`src/rtl/regfile_pkg.sv`:
```
// Shared sizing and address type for the 16-entry register file.
package regfile_pkg;
    localparam int NUM_REGS = 16;
    localparam int ADDR_W   = 4;

    typedef logic [ADDR_W-1:0] reg_addr_t;
endpackage

```
`src/rtl/decoder4to16.sv`:
```
// One-hot write-enable decode; all outputs low unless en is high.
module decoder4to16
    import regfile_pkg::*;
(
    input  logic                en,
    input  reg_addr_t           addr,
    output logic [NUM_REGS-1:0] onehot
);
    // Gating by en first keeps an unknown addr from reaching any enable when idle.
    always_comb begin
        onehot = '0;
        if (en) begin
            onehot[addr] = 1'b1;
        end
    end
endmodule

```
`src/rtl/mux16.sv`:
```
// Generic 16:1 selector; one instance drives each register-file read port.
module mux16 #(
    parameter int N = 32
) (
    input  logic [N-1:0] d [16],
    input  logic [3:0]   sel,
    output logic [N-1:0] y
);
    assign y = d[sel];
endmodule

```
`src/rtl/register.sv`:
```
// N-bit storage element with load enable and asynchronous active-low clear.
module register #(
    parameter int N = 32
) (
    input  logic         clk,
    input  logic         rst_n,
    input  logic         en,
    input  logic [N-1:0] d,
    output logic [N-1:0] q
);
    // Clear on reset, load d when enabled, otherwise hold.
    always_ff @(posedge clk or negedge rst_n) begin
        if (!rst_n) begin
            q <= '0;
        end else if (en) begin
            q <= d;
        end
    end
endmodule

```
`src/rtl/regfile16.sv`:
```
// 16 x N register file: one synchronous write port, two combinational read
// ports, optional hardwired-zero entry 0 and optional write-to-read bypass.
module regfile16
    import regfile_pkg::*;
#(
    parameter int N       = 32,
    parameter bit ZERO_R0 = 1'b1,
    parameter bit BYPASS  = 1'b0
) (
    input  logic                clk,
    input  logic                rst_n,
    input  logic                wr_ena,
    input  reg_addr_t           wr_addr,
    input  logic [N-1:0]        wr_data,
    input  reg_addr_t           rd_addr0,
    output logic [N-1:0]        rd_data0,
    input  reg_addr_t           rd_addr1,
    output logic [N-1:0]        rd_data1,
    output logic [NUM_REGS-1:0] written
);
    // Entry 0 enable is masked off when it is hardwired to zero, so both the
    // data and the written flag for entry 0 ignore writes.
    localparam logic [NUM_REGS-1:0] WE_MASK = {{(NUM_REGS-1){1'b1}}, ~ZERO_R0};

    logic [NUM_REGS-1:0] dec_en;
    logic [NUM_REGS-1:0] we;
    logic [N-1:0]        reg_q [NUM_REGS];
    logic [NUM_REGS-1:0] written_q;
    logic [N-1:0]        mux_q0;
    logic [N-1:0]        mux_q1;
    logic                hit0;
    logic                hit1;

    decoder4to16 u_dec (
        .en     (wr_ena),
        .addr   (wr_addr),
        .onehot (dec_en)
    );

    assign we = dec_en & WE_MASK;

    for (genvar i = 0; i < NUM_REGS; i++) begin : g_reg
        if (i == 0 && ZERO_R0) begin : g_zero
            assign reg_q[i] = '0;
        end else begin : g_flop
            register #(.N(N)) u_reg (
                .clk   (clk),
                .rst_n (rst_n),
                .en    (we[i]),
                .d     (wr_data),
                .q     (reg_q[i])
            );
        end
    end

    // Sticky per-entry written flags, cleared only by reset.
    always_ff @(posedge clk or negedge rst_n) begin
        if (!rst_n) begin
            written_q <= '0;
        end else begin
            written_q <= written_q | we;
        end
    end

    assign written = written_q;

    mux16 #(.N(N)) u_mux0 (
        .d   (reg_q),
        .sel (rd_addr0),
        .y   (mux_q0)
    );

    mux16 #(.N(N)) u_mux1 (
        .d   (reg_q),
        .sel (rd_addr1),
        .y   (mux_q1)
    );

    // Bypass forwards the in-flight write per port, but never onto a
    // hardwired-zero entry 0.
    assign hit0 = BYPASS && wr_ena && (rd_addr0 == wr_addr) && !(ZERO_R0 && (rd_addr0 == '0));
    assign hit1 = BYPASS && wr_ena && (rd_addr1 == wr_addr) && !(ZERO_R0 && (rd_addr1 == '0));

    assign rd_data0 = hit0 ? wr_data : mux_q0;
    assign rd_data1 = hit1 ? wr_data : mux_q1;
endmodule

```
`config.mk`:
```
export PLATFORM = sky130hd
export DESIGN_NAME = regfile16
export DESIGN_NICKNAME = d
export VERILOG_FILES = /design/src/rtl/regfile_pkg.sv /design/src/rtl/decoder4to16.sv /design/src/rtl/mux16.sv /design/src/rtl/register.sv /design/src/rtl/regfile16.sv
export SDC_FILE = /design/constraint.sdc
export NUM_CORES = 1
export LEC_CHECK = 0
export CORE_ASPECT_RATIO = 0.8
export CORE_MARGIN = 1.5
export CORE_UTILIZATION = 25
export DETAILED_ROUTE_END_ITERATION = 7
export GPL_TIMING_DRIVEN = 0
export HOLD_SLACK_MARGIN = 0.12
export SLEW_MARGIN = 15
export SYNTH_ARGS = -nofsm -noshare
export SYNTH_HDL_FRONTEND = slang
export SYNTH_SLANG_ARGS = --single-unit
```
`constraint.sdc`:
```
create_clock -name clk -period 4.9 [get_ports clk]
set_clock_uncertainty 0.2 [all_clocks]
set_input_delay 0.98 -clock clk [delete_from_list [all_inputs] [get_ports clk]]
set_output_delay 0.98 -clock clk [all_outputs]
set_load 0.02 [all_outputs]
```
# [Word-level counts from Yosys, hierarchy flattened]
# Cells that the tools add are included.
[word_totals] reg_bits=496 input_bits=47 out_inout_bits=80 wordCells=33
[op_classes] magnitude_cmp=4 n_mux=9 bitwise_logic=3 reduce_logical=1
[op_table] operator="$bmux W32 S4" count=2
[op_table] operator="$mux W32" count=4
[op_table] operator="$mux W16" count=1
[op_table] operator="$or A16 B16 Y16" count=1
[op_table] operator="$ge A5 B5 Y1 const B" count=2
[op_table] operator="$not A4 Y5" count=2
[op_table] operator="$lt A4 B5 Y1 const B" count=1
[op_table] operator="$demux W1 S4" count=1
[op_table] operator="$ge A4 B1 Y1 const B" count=1
[op_table] operator="$logic_and A1 B1 Y1" count=1
[op_table] operator="$mux W1" count=1

# [Longest topological paths before layout]
# Gate-level depths: netlist of the first run.
[depth] word_depth=6 depth_mapped=7 ltp_nobuf=4

# [Cells and area by module]
# From an unflattened synthesis of the first run, not the netlist that was laid out.
[unflattened] cells_unflattened=1617 area_unflattened_um2=28230.8
[by_module_without_submodules] module="register" n_inst=15 cells_per_inst=68 area_per_inst_um2=1345.0 seq_area_each_um2=800.8
[by_module_without_submodules] module="mux16" n_inst=2 cells_per_inst=271 area_per_inst_um2=3728.6 seq_area_each_um2=0.0
[by_module_without_submodules] module="regfile16" n_inst=1 cells_per_inst=32 area_per_inst_um2=480.5 seq_area_each_um2=375.4
[by_module_without_submodules] module="decoder4to16" n_inst=1 cells_per_inst=23 area_per_inst_um2=117.6 seq_area_each_um2=0.0

# [Worst setup path before layout of the first run]
# No wires, ideal clock.
[synth_path] path_kind="input -> output" from="input rd_addr0[1]" to="output rd_data0[29]" arrival_time_ns=2.433 required_time_ns=3.720 path_slack_ns=1.287 stages=5 n_path_buf=3 path_cell_list="buf_2 -> buf_2 -> buf_2 -> mux4_2 -> mux4_2"
[synth_via] elab_chain_len=4
[synth_rtl] element="from (decl)" line="regfile16.sv:15" source="input reg_addr_t rd_addr0,"
[synth_rtl] element="$not A4 Y5 (not written as such)" line="mux16.sv:9" source="assign y = d[sel];"
[synth_rtl] element="$bmux W32 S4" line="mux16.sv:9"
[synth_rtl] element="$mux W32 (not written as such) (2 in a row)" line="mux16.sv:9"
[synth_rtl] element="to (decl)" line="regfile16.sv:16" source="output logic [N-1:0] rd_data0,"
# No other way between the ends. The select of a mux whose other input is x is not followed.

# [Worst setup path after layout of the first run]
[layout_path] from="input rd_addr0[3]" to="output rd_data0[14]"
# Same word-level chain as after synthesis.

==> results of run 1 <==
cells by family (layout without fill, tap and decap cells):
group | after synthesis | count (layout) | share of synthesized area
other cells | 1 | 5 | 0.000145
mux | 814 | 814 | 0.432
flops | 495 | 495 | 0.478
compound gates | 132 | 132 | 0.0422
simple gates | 84 | 84 | 0.0162
buf+inv | 174 | 406 | 0.0315
cells in the mapped netlist:
cell / n
nand3b_1: 2
nor2_1: 9
nor2b_1: 4
buf_6: 1
mux2_2: 544
buf_2: 88
nand2_1: 39
a22o_1: 34
nor3_2: 1
a31oi_1: 18
and2_1: 1
a221oi_1: 34
nor3b_2: 1
conb_1: 1
mux4_2: 190
inv_1: 1
a22oi_1: 2
buf_1: 3
and3_1: 1
nor3b_1: 2
clkbuf_1: 69
nand2b_1: 9
o21ai_0: 2
a221o_1: 30
buf_4: 12
or3_1: 3
dfrtp_1: 495
nand3_1: 1
a21oi_1: 12
or2_2: 11
mux2i_1: 80
metal layers:
layer	GRT usage	vias up	wire length, um
met3	0.0583	225	10100
met1	0.235	9543	38500
met5	0	-	48
met4	0.0685	10	3460
li1	-	6977	-
met2	0.275	916	43400
critical path, delay by kind of cell:
kind                   cells  cell delay [ns]
buffers and inverters      3             2.31
multiplexers               1             0.44
power by group:
group	total, uW	switching, uW	internal, uW
Sequential	5750	705	5040
Clock	4300	1790	2510
Combinational	3430	1460	1960
Total	13500	3960	9520
timing repair:
| action | CTS | global route |
|---|---|---|
| pin swaps | 2 | 0 |
| buffers inserted | 3 | 0 |
| hold buffers | 1 | 0 |
| endpoints found under the hold margin | 41 | 0 |
| resized for setup | 81 | 11 |
| setup endpoints to repair | 64 | 8 |
registers in the layout, summed over array words and instances (netlist names):
name	cells
written	15
g.g_flop.u_reg.q	480
final cells by class:
type	instances	area, sq um	area share
multi-input combinational	1031	12800	0.411
sequential	495	12400	0.397
tap	1391	1740	0.0558
clock buffer	80	1590	0.0510
timing repair buffer	130	1370	0.0441
buffer	173	988	0.0317
clock inverter	22	265	0.00851
antenna	4	10.0	0.000321
inverter	1	3.75	0.000120
how the worst max path moves through the flow:
stage | from | endpoint
floorplan | rd_addr0[1] | rd_data0[29]
global placement | rst_n | written[12]
detailed placement | rd_addr0[1] | rd_data0[24]
CTS | rd_addr1[0] | rd_data1[0]
global route | rd_addr0[0] | rd_data0[14]
finish | rd_addr0[3] | rd_data0[14]
metrics by stage:
stage               hold slack (ns)  area (sq um)  setup TNS (ns)  power [uW]  setup slack, ns
floorplan                     0.292         25900               0        7880             1.29
CTS                           0.269         31100               0       13500          0.00391
finish                        0.265         31200         -0.0393       13500          -0.0393
global placement              0.257         28900        -9091.16        8960           -18.36
detailed placement            0.251         29000          -36.39        9190           -0.767
global route                  0.288         31200               0       14000          0.00117
==> results.tsv, run 1 <==
stage	metric	value	unit
sta	minimum clock period	4.94	ns
setup_path	critical path's largest stage delay	0.87	ns
routing	WL final	95600	um
setup_path	flop2flop setup slack	3.88	ns
run_status	status	finished with violations	
setup_path	FF-to-FF End	g_reg[1].g_flop.u_reg.q[0]	
setup_path	r2r worst-path depth	1	
cells_and_area	final layout net count	1934	
cells_and_area	filler cell count	10100	
worst_hold_path	Hold Path Depth	1	
cells_and_area	post-route core utilization	0.304	
setup_path	Worst Path Class, Setup	in2out	
setup_path	Critical Path End Type	output port	
routing	post-route ant nets	0	
cells_and_area	layout cell share with drive strength beyond 1	0.507	
synth	synth warn	0	
global_route	largest net degree at the start of global routing	113	
global_route	total global-route track usage	0.180	
routing	WL/cell	28.7	um
placement	Post-DP HPWL	65200	um
floorplan	Die H	291	um
run_status	failing checks	setup timing	
setup_path	Critical Path AT	3.76	ns
synth	synthesized instance count	1700	
synth	synthesized net count	1747	
routing	routed vias/inst	5.31	
setup_path	worst-path maximum fanout	10	
clock_network	clk root buf	clkbuf_16	
synth	#FFs+latches synth	495	
synth	syn avg cell area	15.2	sq um
placement	Port Buffers	121	
clock_network	clock sink count	495	
run	max-cap violation count	0	
power_and_ir_drop	Pleak	0.0127	uW
clock_network	H-tree depth	2	
sta	RSZ-0062 raised after global routing	false	
synth	synth top area cells	dfrtp_1 (48%), mux2_2 (24%), mux4_2 (17%)	
clock_network	cts bufs inserted	55	
floorplan	core area	103000	sq um
power_and_ir_drop	Max VDD drop	0.277	mV
floorplan	Initial Util	0.253	
global_route	first-pass GRT wire length	137000	um
setup_path	critical path's most frequent cell	clkdlybuf4s50_1	
sta	final hold violations	0	
routing	TritonRoute pass-1 iters	5	
setup_path	crit path cell chain	clkdlybuf4s50_1 -> clkdlybuf4s15_1 -> mux4_2 -> clkdlybuf4s50_1	
synth	Netlist Area Pre-Place	25900	sq um
clock_network	Clock Pin Slew Worst Setup and Hold Paths	0.06	ns
placement	gpl congestion	0.878	
cells_and_area	most frequent cells in the layout	mux2_2 (544), dfrtp_1 (495), mux4_2 (190)	
sta	Slew headroom	0.181	
clock_network	TritonCTS clock tree	done	
synth	share of Yosys cell area claimed by the top area cell type	0.478	
routing	routed vias	17700	
placement	Placed Cells	3217	
routing	DR DRC count	0	
sta	final worst-path setup slack	-0.0393	ns
cells_and_area	Area Growth Syn to Fin	20.2	%
setup_path	Critical Path RT	3.72	ns
setup_path	Max stage delay cell, worst path	clkdlybuf4s15_1	
cells_and_area	commonest non-fill, non-tap cell in the layout	mux2_2	
routing	DR iter-0 viols	1856	
sta	Slew @ Worst Pin	1.23	ns
sta	Slew Viols, Final	0	
floorplan	top-level I/O count	127	
synth	area leader, netlist	dfrtp_1	
sta	maximum clock rate	0.202	GHz
worst_hold_path	beginning of the worst hold path	written[8]	
global_route	GRT overflow	0	
clock_network	Max clock buf depth	3	
floorplan	Die X	363	um
global_route	initial antenna violation count	12	
setup_path	CP Launch Type	input pin	
cells_and_area	Non-Filler Instances	3327	
floorplan	die area	106000	sq um
worst_hold_path	HP Class	reg2reg	
sta	Setup violations, final	1	
synth	number of distinct library cells after synthesis	31	
setup_path	reg2reg start	g_reg[1].g_flop.u_reg.q[0]	
global_route	vias in the first global route	18800	
power_and_ir_drop	PwrDens	432	nW/um^2
synth	Seq/Total Area, Yosys	0.478	
worst_hold_path	Worst Hold End	written[8]	
floorplan	row count	105	
clock_network	Worst-Skew Late Latency	0.63	ns
sta	post-route clock period utilization	1.01	
No activity file was read; power rests on OpenSTA's default activity.
==> inputs of run 2 (changes only) <==
- CAP_MARGIN: unset -> 20
- HOLD_SLACK_MARGIN: 0.12 -> unset
- clock period: 4.9 -> 4 ns (I/O delays scaled with it)
==> run 2 against run 1 <==
Effect of this change: the run still ends with setup timing left; hold slack improved by 0.0013 ns; total power increased by 21%; first-iteration DRC count shrank 12%; largest cell class unchanged.
==> results.tsv, run 2 (synthesized netlist as in run 1, its figures left out) <==
stage	metric	value	unit	change
routing	TritonRoute pass-1 iters	6		+1
cells_and_area	commonest non-fill, non-tap cell in the layout	mux2_2		
setup_path	critical path's most frequent cell	buf_8		
sta	maximum clock rate	0.248	GHz	
global_route	GRT overflow	0		unchanged
routing	WL final	96000	um	+0.44%
setup_path	worst-path maximum fanout	10		unchanged
placement	Post-DP HPWL	65300	um	+0.21%
placement	Port Buffers	121		unchanged
worst_hold_path	HP Class	reg2reg		
sta	Slew headroom	0.211		+0.0300
setup_path	Max stage delay cell, worst path	mux4_2		
power_and_ir_drop	PwrDens	519	nW/um^2	+20%
clock_network	cts bufs inserted	54		-1.8%
routing	WL/cell	28.9	um	+0.44%
setup_path	worst setup path startpoint	rd_addr0[1]		
clock_network	Max clock buf depth	3		unchanged
floorplan	die area	106000	sq um	unchanged
sta	Setup violations, final	3		+2
cells_and_area	layout cell share with drive strength beyond 1	0.512		+0.00543
setup_path	Top delay family on crit path	buffers and inverters		
routing	routed vias	17600		-0.19%
routing	post-route ant nets	0		unchanged
clock_network	H-tree depth	2		unchanged
setup_path	Critical Path End Type	output port		
floorplan	Initial Util	0.253		unchanged
setup_path	flop2flop setup slack	3.00	ns	-0.88 ns
cells_and_area	Top reg by flops	g.g_flop.u_reg.q		
cells_and_area	final layout net count	1935		+0.052%
setup_path	reg2reg start	g_reg[1].g_flop.u_reg.q[28]		
setup_path	CP bufs+invs	5		+2
sta	Hold WS	0.267	ns	+0.00132 ns
setup_path	crit path cell chain	clkdlybuf4s15_2 -> buf_8 -> buf_8 -> buf_8 -> mux4_2 -> mux4_2 -> dlygate4sd2_1		
routing	routed vias/inst	5.30		-0.19%
sta	minimum clock period	4.03	ns	
power_and_ir_drop	Pleak	0.0129	uW	+1.7%
placement	dpl cell area	29000	sq um	about the same
clock_network	Clock Pin Slew Worst Setup and Hold Paths	0.06	ns	about the same
global_route	first-pass GRT wire length	136000	um	-0.27%
floorplan	row count	105		unchanged
setup_path	critical path's largest stage delay	0.57	ns	-0.30 ns
run	max-cap violation count	0		unchanged
sta	final hold violations	0		unchanged
worst_hold_path	beginning of the worst hold path	written[15]		
sta	post-route clock period utilization	1.01		
sta	RSZ-0062 raised after global routing	true		
clock_network	Worst-Skew Late Latency	0.61	ns	-0.02 ns
setup_path	CP Launch Type	input pin		
setup_path	Worst Path Class, Setup	in2out		
global_route	total global-route track usage	0.180		about the same
routing	DR iter-0 viols	1630		-12%
setup_path	Critical Path AT	3.03	ns	-0.73 ns
setup_path	Critical Path RT	3.00	ns	-0.72 ns
cells_and_area	Largest register FFs	480		unchanged
cells_and_area	most frequent cells in the layout	mux2_2 (544), dfrtp_1 (495), mux4_2 (190)		
floorplan	Die H	291	um	unchanged
clock_network	clock sink count	495		unchanged
cells_and_area	Final Cell Area	31300	sq um	+0.55%
sta	Slew @ Worst Pin	1.18	ns	-0.0450 ns
global_route	vias in the first global route	18700		-0.51%
power_and_ir_drop	Max VDD drop	0.367	mV	+32%
clock_network	clk root buf	clkbuf_16		
run_status	status	finished with violations		
cells_and_area	filler cell count	10100		-0.43%
floorplan	Die X	363	um	unchanged
clock_network	TritonCTS clock tree	done		
floorplan	core area	103000	sq um	unchanged
run_status	failing checks	setup timing		
cells_and_area	Area Growth Syn to Fin	20.9	%	
global_route	initial antenna violation count	12		unchanged
placement	gpl congestion	0.878		unchanged
sta	final worst-path setup slack	-0.0269	ns	+0.0124 ns
sta	Slew Viols, Final	0		unchanged
floorplan	top-level I/O count	127		unchanged
global_route	largest net degree at the start of global routing	113		unchanged
routing	DR DRC count	0		unchanged
-- run 2: what timing repair did --
item / in CTS / in global routing
gates resized for setup: 218 / 14
pin swaps: 2 / 0
buffers inserted: 2 / 1
cloned: 0 / 1
endpoints found under the setup margin: 64 / 21
hold buffers: 1 / 0
hold endpoints to repair: 41 / 0
-- run 2: cell type report --
class                   instances  area [sq um]  area share
flip-flops and latches        495         12400       0.395
clock buffers                  87          1680      0.0535
multi-input cells            1031         12800       0.409
well taps                    1391          1740      0.0555
clock inverters                14           125     0.00399
plain buffers                 173          1240      0.0395
repair buffers                132          1340      0.0428
inverters                       1          3.75    0.000120
diodes                          3          7.51    0.000240
-- run 2: through the flow --
| step | worst slack [ns] | util | power [uW] | TNS, ns | instances |
|---|---|---|---|---|---|
| after floorplan | 0.747 | - | 9650 | 0 | 1700 |
| after global placement | -19.08 | 0.281 | 11000 | -9482.12 | 3212 |
| after detailed placement | -1.31 | 0.283 | 11300 | -71.25 | 3218 |
| after CTS | -0.0318 | 0.305 | 16300 | -0.0318 | 3322 |
| after global routing | -0.00210 | 0.305 | 16900 | -0.00395 | 3324 |
| final | -0.0269 | 0.305 | 16300 | -0.0345 | 3327 |
-- run 2: metal layers --
metal / vias up / wire [um] / global-route usage / share of wire
met3: 219 / 10100 / 0.0635 / 0.11
met1: 9557 / 38700 / 0.232 / 0.40
met4: 14 / 3560 / 0.0634 / 0.037
met2: 857 / 43500 / 0.276 / 0.45
met5: - / 182 / 0.00638 / 0.0019
li1: 6990 / - / - / -
-- run 2: final timing paths --
kind                                                 to  depth (start not counted)
min                                         written[15]                          1
min reg2reg                                 written[15]                          1
max reg2reg                 g_reg[1].g_flop.u_reg.q[28]                          1
min in group asynchronous  g_reg[12].g_flop.u_reg.q[11]                          2
max in group asynchronous  g_reg[15].g_flop.u_reg.q[31]                          4
max                                        rd_data0[31]                          7
-- run 2: report_power, final --
group | internal (uW) | switching [uW] | total (uW)
registers | 6180 | 864 | 7040
logic | 2340 | 1800 | 4140
clock network | 2930 | 2160 | 5090
